[src/rtl/mips_debug_unit.sv]
// Host-side debug controller for a small MIPS core: loads program words received
// over a byte link, runs or single-steps the core, and reports the halted PC.
module mips_debug_unit #(
  parameter int LEN               = 32,
  parameter int RAM_DEPTH_PROGRAM = 32,
  parameter int NB_PADDR          = 5
) (
  input  logic                i_clk,
  input  logic                i_rst,
  input  logic [7:0]          i_rx_data,
  input  logic                i_rx_valid,
  output logic [7:0]          o_tx_data,
  output logic                o_tx_start,
  input  logic                i_tx_done,
  output logic                o_prog_we,
  output logic [NB_PADDR-1:0] o_prog_addr,
  output logic [LEN-1:0]      o_prog_data,
  output logic                o_cpu_en,
  output logic                o_cpu_rst,
  input  logic                i_cpu_halt,
  input  logic [LEN-1:0]      i_pc
);

  localparam int NB_BYTES = LEN / 8;
  localparam int NB_BIDX  = (NB_BYTES > 1) ? $clog2(NB_BYTES) : 1;
  localparam logic [NB_BIDX-1:0]  LAST_BYTE = NB_BIDX'(NB_BYTES - 1);
  localparam logic [NB_BIDX-1:0]  BIDX_ONE  = NB_BIDX'(1);
  localparam logic [NB_PADDR-1:0] LAST_ADDR = NB_PADDR'(RAM_DEPTH_PROGRAM - 1);
  localparam logic [NB_PADDR-1:0] ADDR_ONE  = NB_PADDR'(1);

  typedef enum logic [2:0] {
    ST_IDLE      = 3'd0,
    ST_LOAD_CNT  = 3'd1,
    ST_LOAD_BYTE = 3'd2,
    ST_WRITE     = 3'd3,
    ST_RUN       = 3'd4,
    ST_STEP      = 3'd5,
    ST_SEND_PC   = 3'd6,
    ST_WAIT_TX   = 3'd7
  } state_t;

  // Byte idx of the PC, index 0 being the most significant byte.
  function automatic logic [7:0] pc_byte(input logic [LEN-1:0] pc, input logic [NB_BIDX-1:0] idx);
    logic [LEN-1:0] sh;
    sh = pc >> (8 * (NB_BYTES - 1 - int'(idx)));
    return sh[7:0];
  endfunction

  state_t              state_q, state_d;
  logic [7:0]          cnt_q, cnt_d;
  logic [7:0]          word_cnt_q, word_cnt_d;
  logic [NB_PADDR-1:0] addr_q, addr_d;
  logic [NB_BIDX-1:0]  byte_idx_q, byte_idx_d;
  logic [LEN-1:0]      word_q, word_d;
  logic [LEN-1:0]      pc_q, pc_d;
  logic                step_q, step_d;
  logic [7:0]          tx_data_q, tx_data_d;
  logic                tx_start_q, tx_start_d;
  logic                prog_we_q, prog_we_d;
  logic [NB_PADDR-1:0] prog_addr_q, prog_addr_d;
  logic [LEN-1:0]      prog_data_q, prog_data_d;
  logic                cpu_en_q, cpu_en_d;
  logic                cpu_rst_q, cpu_rst_d;

  // Next-state and registered-output computation.
  always_comb begin
    state_d     = state_q;
    cnt_d       = cnt_q;
    word_cnt_d  = word_cnt_q;
    addr_d      = addr_q;
    byte_idx_d  = byte_idx_q;
    word_d      = word_q;
    pc_d        = pc_q;
    step_d      = step_q;
    tx_data_d   = tx_data_q;
    tx_start_d  = 1'b0;
    prog_we_d   = 1'b0;
    prog_addr_d = prog_addr_q;
    prog_data_d = prog_data_q;
    cpu_en_d    = 1'b0;
    cpu_rst_d   = 1'b0;

    case (state_q)
      ST_IDLE: begin
        if (i_rx_valid) begin
          case (i_rx_data)
            8'h4C:   state_d = ST_LOAD_CNT;
            8'h52:   state_d = ST_RUN;
            8'h53: begin
              state_d  = ST_STEP;
              step_d   = 1'b0;
              cpu_en_d = 1'b1;
            end
            default: state_d = ST_IDLE;
          endcase
        end else begin
          state_d = ST_IDLE;
        end
      end
      ST_LOAD_CNT: begin
        if (i_rx_valid) begin
          cnt_d      = i_rx_data;
          word_cnt_d = 8'd0;
          addr_d     = {NB_PADDR{1'b0}};
          byte_idx_d = {NB_BIDX{1'b0}};
          state_d    = (i_rx_data == 8'h00) ? ST_IDLE : ST_LOAD_BYTE;
        end else begin
          state_d = ST_LOAD_CNT;
        end
      end
      ST_LOAD_BYTE: begin
        if (i_rx_valid) begin
          word_d = {word_q[LEN-9:0], i_rx_data};
          if (byte_idx_q == LAST_BYTE) begin
            byte_idx_d  = {NB_BIDX{1'b0}};
            prog_addr_d = addr_q;
            prog_data_d = word_d;
            state_d     = ST_WRITE;
          end else begin
            byte_idx_d = byte_idx_q + BIDX_ONE;
          end
        end else begin
          state_d = ST_LOAD_BYTE;
        end
      end
      ST_WRITE: begin
        word_cnt_d = word_cnt_q + 8'd1;
        addr_d     = (addr_q == LAST_ADDR) ? {NB_PADDR{1'b0}} : addr_q + ADDR_ONE;
        state_d    = (word_cnt_d == cnt_q) ? ST_IDLE : ST_LOAD_BYTE;
      end
      ST_RUN: begin
        if (i_cpu_halt) begin
          pc_d       = i_pc;
          byte_idx_d = {NB_BIDX{1'b0}};
          state_d    = ST_SEND_PC;
        end else begin
          cpu_en_d = 1'b1;
        end
      end
      ST_STEP: begin
        // Second cycle lets the stepped PC settle before it is captured.
        if (step_q) begin
          step_d     = 1'b0;
          pc_d       = i_pc;
          byte_idx_d = {NB_BIDX{1'b0}};
          state_d    = ST_SEND_PC;
        end else begin
          step_d = 1'b1;
        end
      end
      ST_SEND_PC: state_d = ST_WAIT_TX;
      ST_WAIT_TX: begin
        if (i_tx_done) begin
          if (byte_idx_q == LAST_BYTE) begin
            byte_idx_d = {NB_BIDX{1'b0}};
            state_d    = ST_IDLE;
          end else begin
            byte_idx_d = byte_idx_q + BIDX_ONE;
            state_d    = ST_SEND_PC;
          end
        end else begin
          state_d = ST_WAIT_TX;
        end
      end
      default: state_d = ST_IDLE;
    endcase

    if (state_d == ST_SEND_PC) begin
      tx_start_d = 1'b1;
      tx_data_d  = pc_byte(pc_d, byte_idx_d);
    end else begin
      tx_start_d = 1'b0;
    end
    prog_we_d = (state_d == ST_WRITE);
    cpu_rst_d = (state_d == ST_LOAD_CNT) || (state_d == ST_LOAD_BYTE) || (state_d == ST_WRITE);
  end

  // State, counters and output registers.
  always_ff @(posedge i_clk or posedge i_rst) begin
    if (i_rst) begin
      state_q     <= ST_IDLE;
      cnt_q       <= 8'd0;
      word_cnt_q  <= 8'd0;
      addr_q      <= {NB_PADDR{1'b0}};
      byte_idx_q  <= {NB_BIDX{1'b0}};
      word_q      <= {LEN{1'b0}};
      pc_q        <= {LEN{1'b0}};
      step_q      <= 1'b0;
      tx_data_q   <= 8'd0;
      tx_start_q  <= 1'b0;
      prog_we_q   <= 1'b0;
      prog_addr_q <= {NB_PADDR{1'b0}};
      prog_data_q <= {LEN{1'b0}};
      cpu_en_q    <= 1'b0;
      cpu_rst_q   <= 1'b1;
    end else begin
      state_q     <= state_d;
      cnt_q       <= cnt_d;
      word_cnt_q  <= word_cnt_d;
      addr_q      <= addr_d;
      byte_idx_q  <= byte_idx_d;
      word_q      <= word_d;
      pc_q        <= pc_d;
      step_q      <= step_d;
      tx_data_q   <= tx_data_d;
      tx_start_q  <= tx_start_d;
      prog_we_q   <= prog_we_d;
      prog_addr_q <= prog_addr_d;
      prog_data_q <= prog_data_d;
      cpu_en_q    <= cpu_en_d;
      cpu_rst_q   <= cpu_rst_d;
    end
  end

  assign o_tx_data   = tx_data_q;
  assign o_tx_start  = tx_start_q;
  assign o_prog_we   = prog_we_q;
  assign o_prog_addr = prog_addr_q;
  assign o_prog_data = prog_data_q;
  assign o_cpu_en    = cpu_en_q;
  assign o_cpu_rst   = cpu_rst_q;

endmodule

[config.mk]
export PLATFORM = sky130hd
export DESIGN_NAME = mips_debug_unit
export DESIGN_NICKNAME = d
export VERILOG_FILES = /design/src/rtl/mips_debug_unit.sv
export SDC_FILE = /design/constraint.sdc
export NUM_CORES = 1
export LEC_CHECK = 0
export CORE_MARGIN = 1
export CORE_UTILIZATION = 30
export CTS_BUF_LIST = sky130_fd_sc_hd__clkbuf_2 sky130_fd_sc_hd__clkbuf_4 sky130_fd_sc_hd__clkbuf_8
export DETAILED_ROUTE_END_ITERATION = 10
export GPL_TIMING_DRIVEN = 1
export HOLD_SLACK_MARGIN = 0.1
export PLACE_DENSITY = 0.51
export SLEW_MARGIN = 15
export SYNTH_ARGS = -nofsm -noshare
export SYNTH_HDL_FRONTEND = slang
export SYNTH_SLANG_ARGS = --single-unit
export TNS_END_PERCENT = 50
[constraint.sdc]
create_clock -name i_clk -period 9.92 [get_ports i_clk]
set_clock_uncertainty 0.1 [all_clocks]
set_input_delay 2.48 -clock i_clk [delete_from_list [all_inputs] [get_ports i_clk]]
set_output_delay 2.48 -clock i_clk [all_outputs]
set_load 0.01 [all_outputs]
==> results of run 1 <==
==> final cells by class <==
type	instances	area [um^2]
Tap cell	265	332
Fill cell	1942	12100
Inverter	41	156
Clock buffer	19	255
Sequential cell	132	3300
Clock inverter	13	101
Timing Repair Buffer	99	976
Multi-Input combinational cell	289	2450
==> power by group through the flow <==
stage	registers (uW)	clock network, uW	logic (uW)
final	839	409	660
after global routing	868	450	709
after CTS	844	426	673
after detailed placement	852	0	667
after global placement	847	0	658
after floorplan	837	0	423
==> worst paths after layout <==
check	startpoint	end	slack [ns]	cells past startpoint
min in group asynchronous	i_rst	pc_q[5]$_DFF_PP0_	2.49	2
hold reg to reg	word_q[16]$_DFFE_PP0P_	o_prog_data[24]$_DFFE_PP0P_	0.41	1
hold / removal	word_q[16]$_DFFE_PP0P_	o_prog_data[24]$_DFFE_PP0P_	0.41	1
setup reg to reg	state_q[1]$_DFF_PP0_	o_tx_data[1]$_DFFE_PP0P_	6.61	6
max in group asynchronous	i_rst	word_q[7]$_DFFE_PP0P_	5.92	3
setup / recovery	i_rx_valid	o_tx_data[1]$_DFFE_PP0P_	4.70	7
==> placed cells by master (no fill, tap or decap), types with 3 or more instances in the layout <==
cell type,n
a21oi_1,8
dfrtp_1,131
o21a_1,3
clkdlybuf4s50_1,93
inv_6,4
mux2_2,70
a22o_1,5
mux2i_1,57
mux2_4,8
clkinv_4,3
o21ai_0,15
clkinvlp_4,4
xnor2_1,9
nor2_1,6
clkbuf_8,18
ha_1,4
or3_1,3
buf_4,6
nand2_1,48
nand3_1,6
o21bai_1,3
inv_1,40
nor3_1,4
==> metrics by stage <==
step / std cells / hold WS [ns] / worst slack, ns / instance area (um^2)
2_1_floorplan: 488 / 0.377 / 3.82 / 6070
3_3_place_gp: 826 / 0.388 / 4.28 / 7220
3_5_place_dp: 826 / 0.392 / 4.21 / 7220
4_1_cts: 858 / 0.415 / 4.67 / 7580
5_1_grt: 858 / 0.437 / 4.55 / 7580
6_report: 858 / 0.409 / 4.70 / 7580
==> cells by family (layout without fill, tap and decap cells) <==
group | count (synthesis) | after routing
buf+inv | 67 | 172
xor+xnor | 12 | 12
simple gates | 87 | 87
fa+ha+maj | 4 | 4
mux | 135 | 135
flops | 132 | 132
compound gates | 51 | 51
==> cells in the mapped netlist (2+ instances only) <==
library cell / n / area [um^2]
a21boi_0: 2 / 15.0
a21oi_1: 8 / 40.0
a22o_1: 5 / 43.8
and3_1: 2 / 12.5
and4_1: 2 / 17.5
buf_2: 10 / 50.1
buf_4: 6 / 45.0
buf_6: 3 / 33.8
clkbuf_1: 6 / 22.5
dfrtp_1: 131 / 3280
ha_1: 4 / 50.1
inv_1: 41 / 154
mux2_2: 70 / 788
mux2_4: 8 / 120
mux2i_1: 57 / 571
nand2_1: 49 / 184
nand2b_1: 2 / 12.5
nand3_1: 6 / 30.0
nand3b_1: 2 / 15.0
nand4_1: 2 / 12.5
nor2_1: 6 / 22.5
nor3_1: 4 / 20.0
nor4_1: 2 / 12.5
o211ai_1: 2 / 15.0
o21a_1: 3 / 22.5
o21ai_0: 15 / 75.1
o21bai_1: 3 / 22.5
or3_1: 3 / 18.8
xnor2_1: 9 / 78.8
xor2_1: 2 / 17.5
==> metal layers <==
layer	up-vias	part of all wire [%]	GRT usage, %
met5	-	0	0
met4	0	1.2	4.99
met3	10	3.3	3.48
met2	56	49	21.8
met1	1969	47	17.2
li1	1861	-	-
==> sequential cells by signal (all words and copies together) (netlist names) <==
register and count:
addr_q 5, step_q 1, o_tx_data 8, byte_idx_q 2, word_cnt_q 8, pc_q 32
state_q 3, o_cpu_en 1, o_prog_data 32, cnt_q 8, word_q 24, o_tx_start 1
o_prog_addr 5, o_cpu_rst 1, o_prog_we 1
==> impl_metrics.json, run 1 <==
{
  "p_int_uw": 1280,
  "synth.distinct_cells": 53,
  "vias": 3896,
  "async_flop_share_pct": 100,
  "maxCapViolCount": 0,
  "row_count": 51,
  "path_clk_slew_ns": 0.08,
  "drv_slew": 0,
  "drive_gt1_share_pct": 21.4,
  "syn_nets": 537,
  "grt_max_degree": 76,
  "cpPeakStageDelay_ns": 0.63,
  "power_leakage_uw": 0.00319,
  "hold_viol": 0,
  "path_cells": "clkdlybuf4s50_1 -> and4bb_1 -> buf_4 -> nand2_2 -> a22o_1 -> o211a_1 -> mux2_4",
  "clockBufferDepth": 2,
  "wl_per_cell_um": 15.4,
  "synth-simple-area-share_pct": 7.01,
  "cts_setup_buffers": 0,
  "cts_tree": "yes",
  "synth-compound-area-share_pct": 6.02,
  "synth_xor_area_share_pct": 1.96,
  "clk_latency_ns": 0.45,
  "cp-start-kind": "input port",
  "grt_pass1_wl_um": 21000,
  "period_share_pct": 52.6,
  "hpwl_um": 8960,
  "core_area_mm2": 0.0197,
  "p_switching_uw": 633,
  "ant_nets": 0,
  "synth_top_family_by_area": "multiplexers",
  "synth_edf_count": 0,
  "ctsHoldBuffers": 0,
  "via_per_inst": 4.54,
  "final_nets": 629,
  "wirelength_um": 13200,
  "synthAdderAreaFrac_pct": 0.825,
  "cts_buffers": 17,
  "place.gp.congestion": 0.752,
  "p_seq_share_pct": 44.0,
  "drc": 0,
  "yosys_warnings": 0,
  "path_max_fanout": 39,
  "synth_area_mm2": 0.00607,
  "setup_viol": 0,
  "fmax_ghz": 0.192,
  "ys_seq_elements": 132,
  "area_growth_pct": 24.8,
  "num_io_pins": 94,
  "antenna_found_initial": 0,
  "grt_pass1_vias": 4020,
  "p_comb_share_pct": 34.6,
  "min_period_ns": 5.22,
  "port_buffers": 93,
  "antenna_cells": 0,
  "clockPowerShare_pct": 21.4,
  "cp-end-kind": "flip-flop",
  "ys_seq_area_share_pct": 54.5,
  "worstHoldPathType": "flip-flop to flip-flop",
  "htreeDepth": 4,
  "maxSlewHeadroom_pct": 34.9,
  "power_density_mw_per_mm2": 252,
  "critPathRequiredTime_ns": 10.14,
  "critPathKind": "input port to flip-flop",
  "gr-total-overflow": 0,
  "outcome": "complete, no violations",
  "ir_drop_mv": 0.129,
  "crit_buf_inv": 2,
  "power_uw": 1910,
  "setup_tns_ns": 0,
  "clock-sinks": 132,
  "cp.arrival_ns": 5.44,
  "rsz0062_at_grt": "no",
  "drtIter0Drc": 159,
  "post-route-util_pct": 38.5,
  "synth_ff_type": "dfrtp_1",
  "syn_inst": 488,
  "synthMuxAreaShare_pct": 24.4,
  "dieArea_mm2": 0.0208,
  "start_util_pct": 30.9,
  "avgSynthCellArea_um2": 12.4,
  "die_y_um": 144,
  "p_sw_share_pct": 33.1,
  "track_usage_pct": 13.4,
  "crit_slowest_cell": "nand2_2",
  "drt_pass1_iterations": 4,
  "root_buffer": "clkbuf_8",
  "fp.dieW_um": 144,
  "tightest_slew_ns": 0.976,
  "path_delay_family": "buffers and inverters",
  "ctsResizeCount": 0
}
Power figures use the tool's default switching activity.
==> run 2: changes to the inputs <==
--- a/config.mk
+++ b/config.mk
@@ -11,7 +11,7 @@
 export DETAILED_ROUTE_END_ITERATION = 10
 export GPL_TIMING_DRIVEN = 1
 export HOLD_SLACK_MARGIN = 0.1
-export PLACE_DENSITY = 0.51
+export PLACE_DENSITY = 0.52
 export SLEW_MARGIN = 15
 export SYNTH_ARGS = -nofsm -noshare
 export SYNTH_HDL_FRONTEND = slang
==> constraint.sdc (replaced) <==
create_clock -name i_clk -period 4.4 [get_ports i_clk]
set_clock_uncertainty 0.1 [all_clocks]
set_input_delay 1.1 -clock i_clk [delete_from_list [all_inputs] [get_ports i_clk]]
set_output_delay 1.1 -clock i_clk [all_outputs]
set_load 0.01 [all_outputs]
==> run 2 against run 1 <==
Critical endpoint is now o_tx_data[6]$_DFFE_PP0P_. Hold slack improved by 0.0013 ns. Die area unchanged. Setup slack got worse by 3.5 ns. Sequential cell count unchanged. Global-route usage increased by 0.25 points. Register-to-register slack got worse by 4.9 ns. Via count decreased by 0.13%.
==> impl_metrics.json, run 2 (synthesized netlist as in run 1, its figures left out) <==
{
  "rsz0062_at_grt": "no",
  "final_cells": 861,
  "multi_input_area_mm2": 0.00245,
  "fmax_ghz": 0.317,
  "power_density_mw_per_mm2": 579,
  "track_usage_pct": 13.7,
  "reg2regPathDepth": 6,
  "reg2reg_from": "state_q[1]$_DFF_PP0_",
  "via_per_inst": 4.52,
  "grt_pass1_wl_um": 21500,
  "drt_pass1_iterations": 4,
  "layout_common_cells": "131 x dfrtp_1, 93 x clkdlybuf4s50_1, 70 x mux2_2, 57 x mux2i_1, 48 x nand2_1",
  "hpwl_um": 9040,
  "ctsResizeCount": 0,
  "critPathKind": "input port to flip-flop",
  "cp.arrival_ns": 3.37,
  "seqCellArea_mm2": 0.00330,
  "setup_tns_ns": 0,
  "antenna_cells": 0,
  "drive_gt1_share_pct": 21.8,
  "drc": 0,
  "maxSlewHeadroom_pct": 42.1,
  "fillers": 1950,
  "clk_latency_ns": 0.45,
  "port_buffers": 93,
  "cp-end-kind": "flip-flop",
  "grt_pass1_vias": 4071,
  "place_inst": 829,
  "wl_per_cell_um": 15.3,
  "area_growth_pct": 26.2,
  "cts_tree": "yes",
  "core_area_mm2": 0.0197,
  "cts_buffers": 17,
  "rrSetupSlack_ns": 1.75,
  "tightest_slew_ns": 0.866,
  "path_clk_slew_ns": 0.08,
  "setup_viol": 0,
  "cp-start-kind": "input port",
  "ctsHoldBuffers": 0,
  "power_uw": 4430,
  "grt_max_degree": 69,
  "place.gp.congestion": 0.808,
  "drv_slew": 0,
  "die_y_um": 144,
  "path_max_fanout": 26,
  "setup.worst_path.start": "i_rx_valid",
  "final_nets": 632,
  "postPlaceCellArea_mm2": 0.00726,
  "cts_setup_buffers": 0,
  "htreeDepth": 4,
  "drtIter0Drc": 169,
  "period_share_pct": 71.7,
  "row_count": 51,
  "min_period_ns": 3.16,
  "num_io_pins": 94,
  "root_buffer": "clkbuf_8",
  "post-route-util_pct": 39.0,
  "critPathCapture": "o_tx_data[6]$_DFFE_PP0P_",
  "final_area_mm2": 0.00766,
  "r2r-end": "o_tx_data[6]$_DFFE_PP0P_",
  "clock-sinks": 132,
  "start_util_pct": 30.9,
  "ir_drop_mv": 0.271,
  "outcome": "complete, no violations",
  "clockBufferDepth": 2,
  "mostFrequentLayoutCell": "dfrtp_1",
  "dieArea_mm2": 0.0208,
  "ant_nets": 0,
  "hold_viol": 0,
  "vias": 3891,
  "maxCapViolCount": 0,
  "wirelength_um": 13200,
  "worstHoldPathType": "flip-flop to flip-flop",
  "fp.dieW_um": 144,
  "gr-total-overflow": 0,
  "antenna_found_initial": 0,
  "critPathRequiredTime_ns": 4.62,
  "power_leakage_uw": 0.00324
}
## run 2: cell types whose count changed in the layout (fill, tap and decap cells not counted), sizes merged
cell,change
buf,+3
clkinvlp,-2
inv,+1
bufinv,+2
clkinv,-1
## run 2: through the flow
stage	hold slack, ns	setup WS (ns)
6_report	0.411	1.24
5_1_grt	0.427	1.12
4_1_cts	0.411	1.23
3_5_place_dp	0.390	0.750
3_3_place_gp	0.385	0.805
2_1_floorplan	0.377	1.56
## run 2: layout make-up
type / instances / area share [%]
sequential: 132 / 43.1
multi-input combinational: 289 / 32.0
timing repair buffer: 102 / 13.2
tap: 265 / 4.33
clock buffer: 19 / 3.33
inverter: 41 / 2.06
clock inverter: 13 / 1.93
## run 2: power by group
part | switching (uW) | total (uW) | leakage (uW) | internal (uW)
sequential | 297 | 1890 | 0.00171 | 1590
clock | 509 | 1040 | 0.000206 | 535
combinational | 628 | 1500 | 0.00133 | 869
total | 1430 | 4430 | 0.00324 | 3000
## run 2: worst min-delay path by stage
stage                                  endpoint  slack, ns                  startpoint  depth (start not counted)
finish                   word_q[20]$_DFFE_PP0P_       0.41      word_q[20]$_DFFE_PP0P_                          1
global route         o_prog_data[7]$_DFFE_PP0P_       0.43  o_prog_data[7]$_DFFE_PP0P_                          1
CTS                 o_prog_data[24]$_DFFE_PP0P_       0.41      word_q[16]$_DFFE_PP0P_                          1
detailed placement  o_prog_data[24]$_DFFE_PP0P_       0.39      word_q[16]$_DFFE_PP0P_                          1
global placement    o_prog_data[24]$_DFFE_PP0P_       0.39      word_q[16]$_DFFE_PP0P_                          1
floorplan                word_q[20]$_DFFE_PP0P_       0.38      word_q[20]$_DFFE_PP0P_                          1
## run 2: per-layer routing
metal	global-route usage, %	up-vias	part of all wire [%]
met5	0	-	0
met4	5.37	0	1.5
met3	3.48	17	2.9
met2	21.3	49	48
met1	18.2	1960	48
li1	-	1865	-
## run 2: worst max-delay path, stage by stage
cell,delay [ns]
clkdlybuf4s50_1,0.56
and4bb_1,0.30
buf_4,0.35
nand2_2,0.09
a22o_1,0.24
o211a_1,0.34
mux2_4,0.38
==> run 3: changes to the inputs <==
==> constraint.sdc (replaced) <==
create_clock -name i_clk -period 2.6 [get_ports i_clk]
set_clock_uncertainty 0.1 [all_clocks]
set_input_delay 0.65 -clock i_clk [delete_from_list [all_inputs] [get_ports i_clk]]
set_output_delay 0.65 -clock i_clk [all_outputs]
set_load 0.01 [all_outputs]
==> run 3 against run 2 <==
Sequential power grew 66%. Die area is the same. Total power grew 71%. Non-clock buffer count grew 30. Largest power group unchanged. Highest routed layer unchanged.
==> impl_metrics.json, run 3 (synthesized netlist as in run 1, its figures left out) <==
{
  "outcome": "complete, no violations",
  "place.gp.congestion": 0.789,
  "cp.arrival_ns": 2.73,
  "fp.dieW_um": 144,
  "wl_per_cell_um": 15.4,
  "critPathKind": "input port to flip-flop",
  "seqCellArea_mm2": 0.00330,
  "row_count": 51,
  "drc": 0,
  "maxSlewHeadroom_pct": 64.7,
  "antenna_found_initial": 0,
  "port_buffers": 93,
  "track_usage_pct": 14.1,
  "setup_viol": 0,
  "cts_setup_buffers": 0,
  "hold_viol": 0,
  "power_density_mw_per_mm2": 960,
  "die_y_um": 144,
  "grt_pass1_wl_um": 22100,
  "power_leakage_uw": 0.00339,
  "ctsHoldBuffers": 0,
  "htreeDepth": 4,
  "ctsResizeCount": 0,
  "cp-start-kind": "input port",
  "hpwl_um": 9800,
  "fillers": 1956,
  "path_delay_family": "simple AND/OR/NAND/NOR gates",
  "drt_pass1_iterations": 4,
  "path_max_fanout": 9,
  "rsz0062_at_grt": "no",
  "clockBufferDepth": 2,
  "grt_max_degree": 58,
  "setup_tns_ns": 0,
  "clk_latency_ns": 0.44,
  "clock-sinks": 132,
  "final_cells": 891,
  "num_io_pins": 94,
  "crit_slowest_cell": "clkdlybuf4s50_1",
  "cts_tree": "yes",
  "rrSetupSlack_ns": 0.17,
  "final_nets": 662,
  "cts_buffers": 17,
  "drive_gt1_share_pct": 25.6,
  "start_util_pct": 30.9,
  "antenna_cells": 0,
  "critPathRequiredTime_ns": 2.83,
  "cp-end-kind": "flip-flop",
  "crit_buf_inv": 2,
  "path_cells": "clkdlybuf4s50_1 -> nor4_2 -> nand3_1 -> nor4_1 -> o22a_1 -> o211a_1 -> buf_12 -> mux2_4",
  "wirelength_um": 13800,
  "grt_pass1_vias": 4189,
  "period_share_pct": 96.0,
  "dieArea_mm2": 0.0208,
  "drtIter0Drc": 120,
  "place_ws_ns": -0.371,
  "fin_ws_ns": 0.104,
  "maxCapViolCount": 0,
  "min_period_ns": 2.50,
  "ant_nets": 0,
  "place_inst": 859,
  "path_clk_slew_ns": 0.08,
  "multi_input_area_mm2": 0.00245,
  "vias": 4074,
  "root_buffer": "clkbuf_8",
  "gr-total-overflow": 0,
  "core_area_mm2": 0.0197,
  "area_growth_pct": 30.5,
  "ir_drop_mv": 0.460,
  "cpPeakStageDelay_ns": 0.47,
  "mostFrequentLayoutCell": "dfrtp_1",
  "whs_ns": 0.409,
  "worstHoldPathType": "flip-flop to flip-flop",
  "via_per_inst": 4.57,
  "post-route-util_pct": 40.3,
  "drv_slew": 0,
  "fmax_ghz": 0.401,
  "layout_common_cells": "131 x dfrtp_1, 93 x clkdlybuf4s50_1, 70 x mux2_2, 57 x mux2i_1, 48 x nand2_1",
  "tightest_slew_ns": 0.517
}
-- run 3: changes by cell type in the layout (fill, tap and decap cells not counted), sizes merged --
cell / change
buf: +30
clkbuf: -1
inv: +1
bufinv: -1
clkinvlp: +1
-- run 3: where the power goes --
part           internal [uW]  switching, uW  leakage [uW]  total [uW]
registers               2700            443       0.00171        3140
logic                   1610           1170       0.00149        2770
clock network            798            890      0.000194        1690
-- run 3: routing by layer --
metal,wire length (um),vias up,part of all wire [%],GRT usage [%]
met1,6290,2045,46,18.1
met3,471,14,3.4,3.74
met4,189,0,1.4,4.65
met5,0,-,0,0
met2,6800,66,49,23.0
li1,-,1949,-,-
-- run 3: per-stage QoR --
| step | area, um^2 | total power [uW] |
|---|---|---|
| 2_1_floorplan | 6070 | 4810 |
| 3_3_place_gp | 7530 | 5920 |
| 3_5_place_dp | 7530 | 5970 |
| 4_1_cts | 7920 | 7720 |
| 5_1_grt | 7920 | 8080 |
| 6_report | 7920 | 7600 |
-- run 3: worst paths after layout --
| check | from | endpoint | depth (start not counted) |
|---|---|---|---|
| hold reg to reg | word_q[16]$_DFFE_PP0P_ | o_prog_data[24]$_DFFE_PP0P_ | 1 |
| setup reg to reg | word_cnt_q[0]$_DFFE_PP0P_ | o_cpu_rst$_DFF_PP1_ | 7 |
| min in group asynchronous | i_rst | word_cnt_q[2]$_DFFE_PP0P_ | 2 |
| max in group asynchronous | i_rst | word_q[2]$_DFFE_PP0P_ | 3 |
| setup / recovery | i_rx_data[5] | o_tx_data[6]$_DFFE_PP0P_ | 8 |
| hold / removal | word_q[16]$_DFFE_PP0P_ | o_prog_data[24]$_DFFE_PP0P_ | 1 |
-- run 3: final cells by class --
type | count | share of cell area (%)
Clock buffer | 18 | 3.05
Clock inverter | 14 | 1.83
Inverter | 41 | 1.99
Multi-Input combinational cell | 289 | 31.0
Sequential cell | 132 | 41.7
Tap cell | 265 | 4.19
Timing Repair Buffer | 132 | 16.2
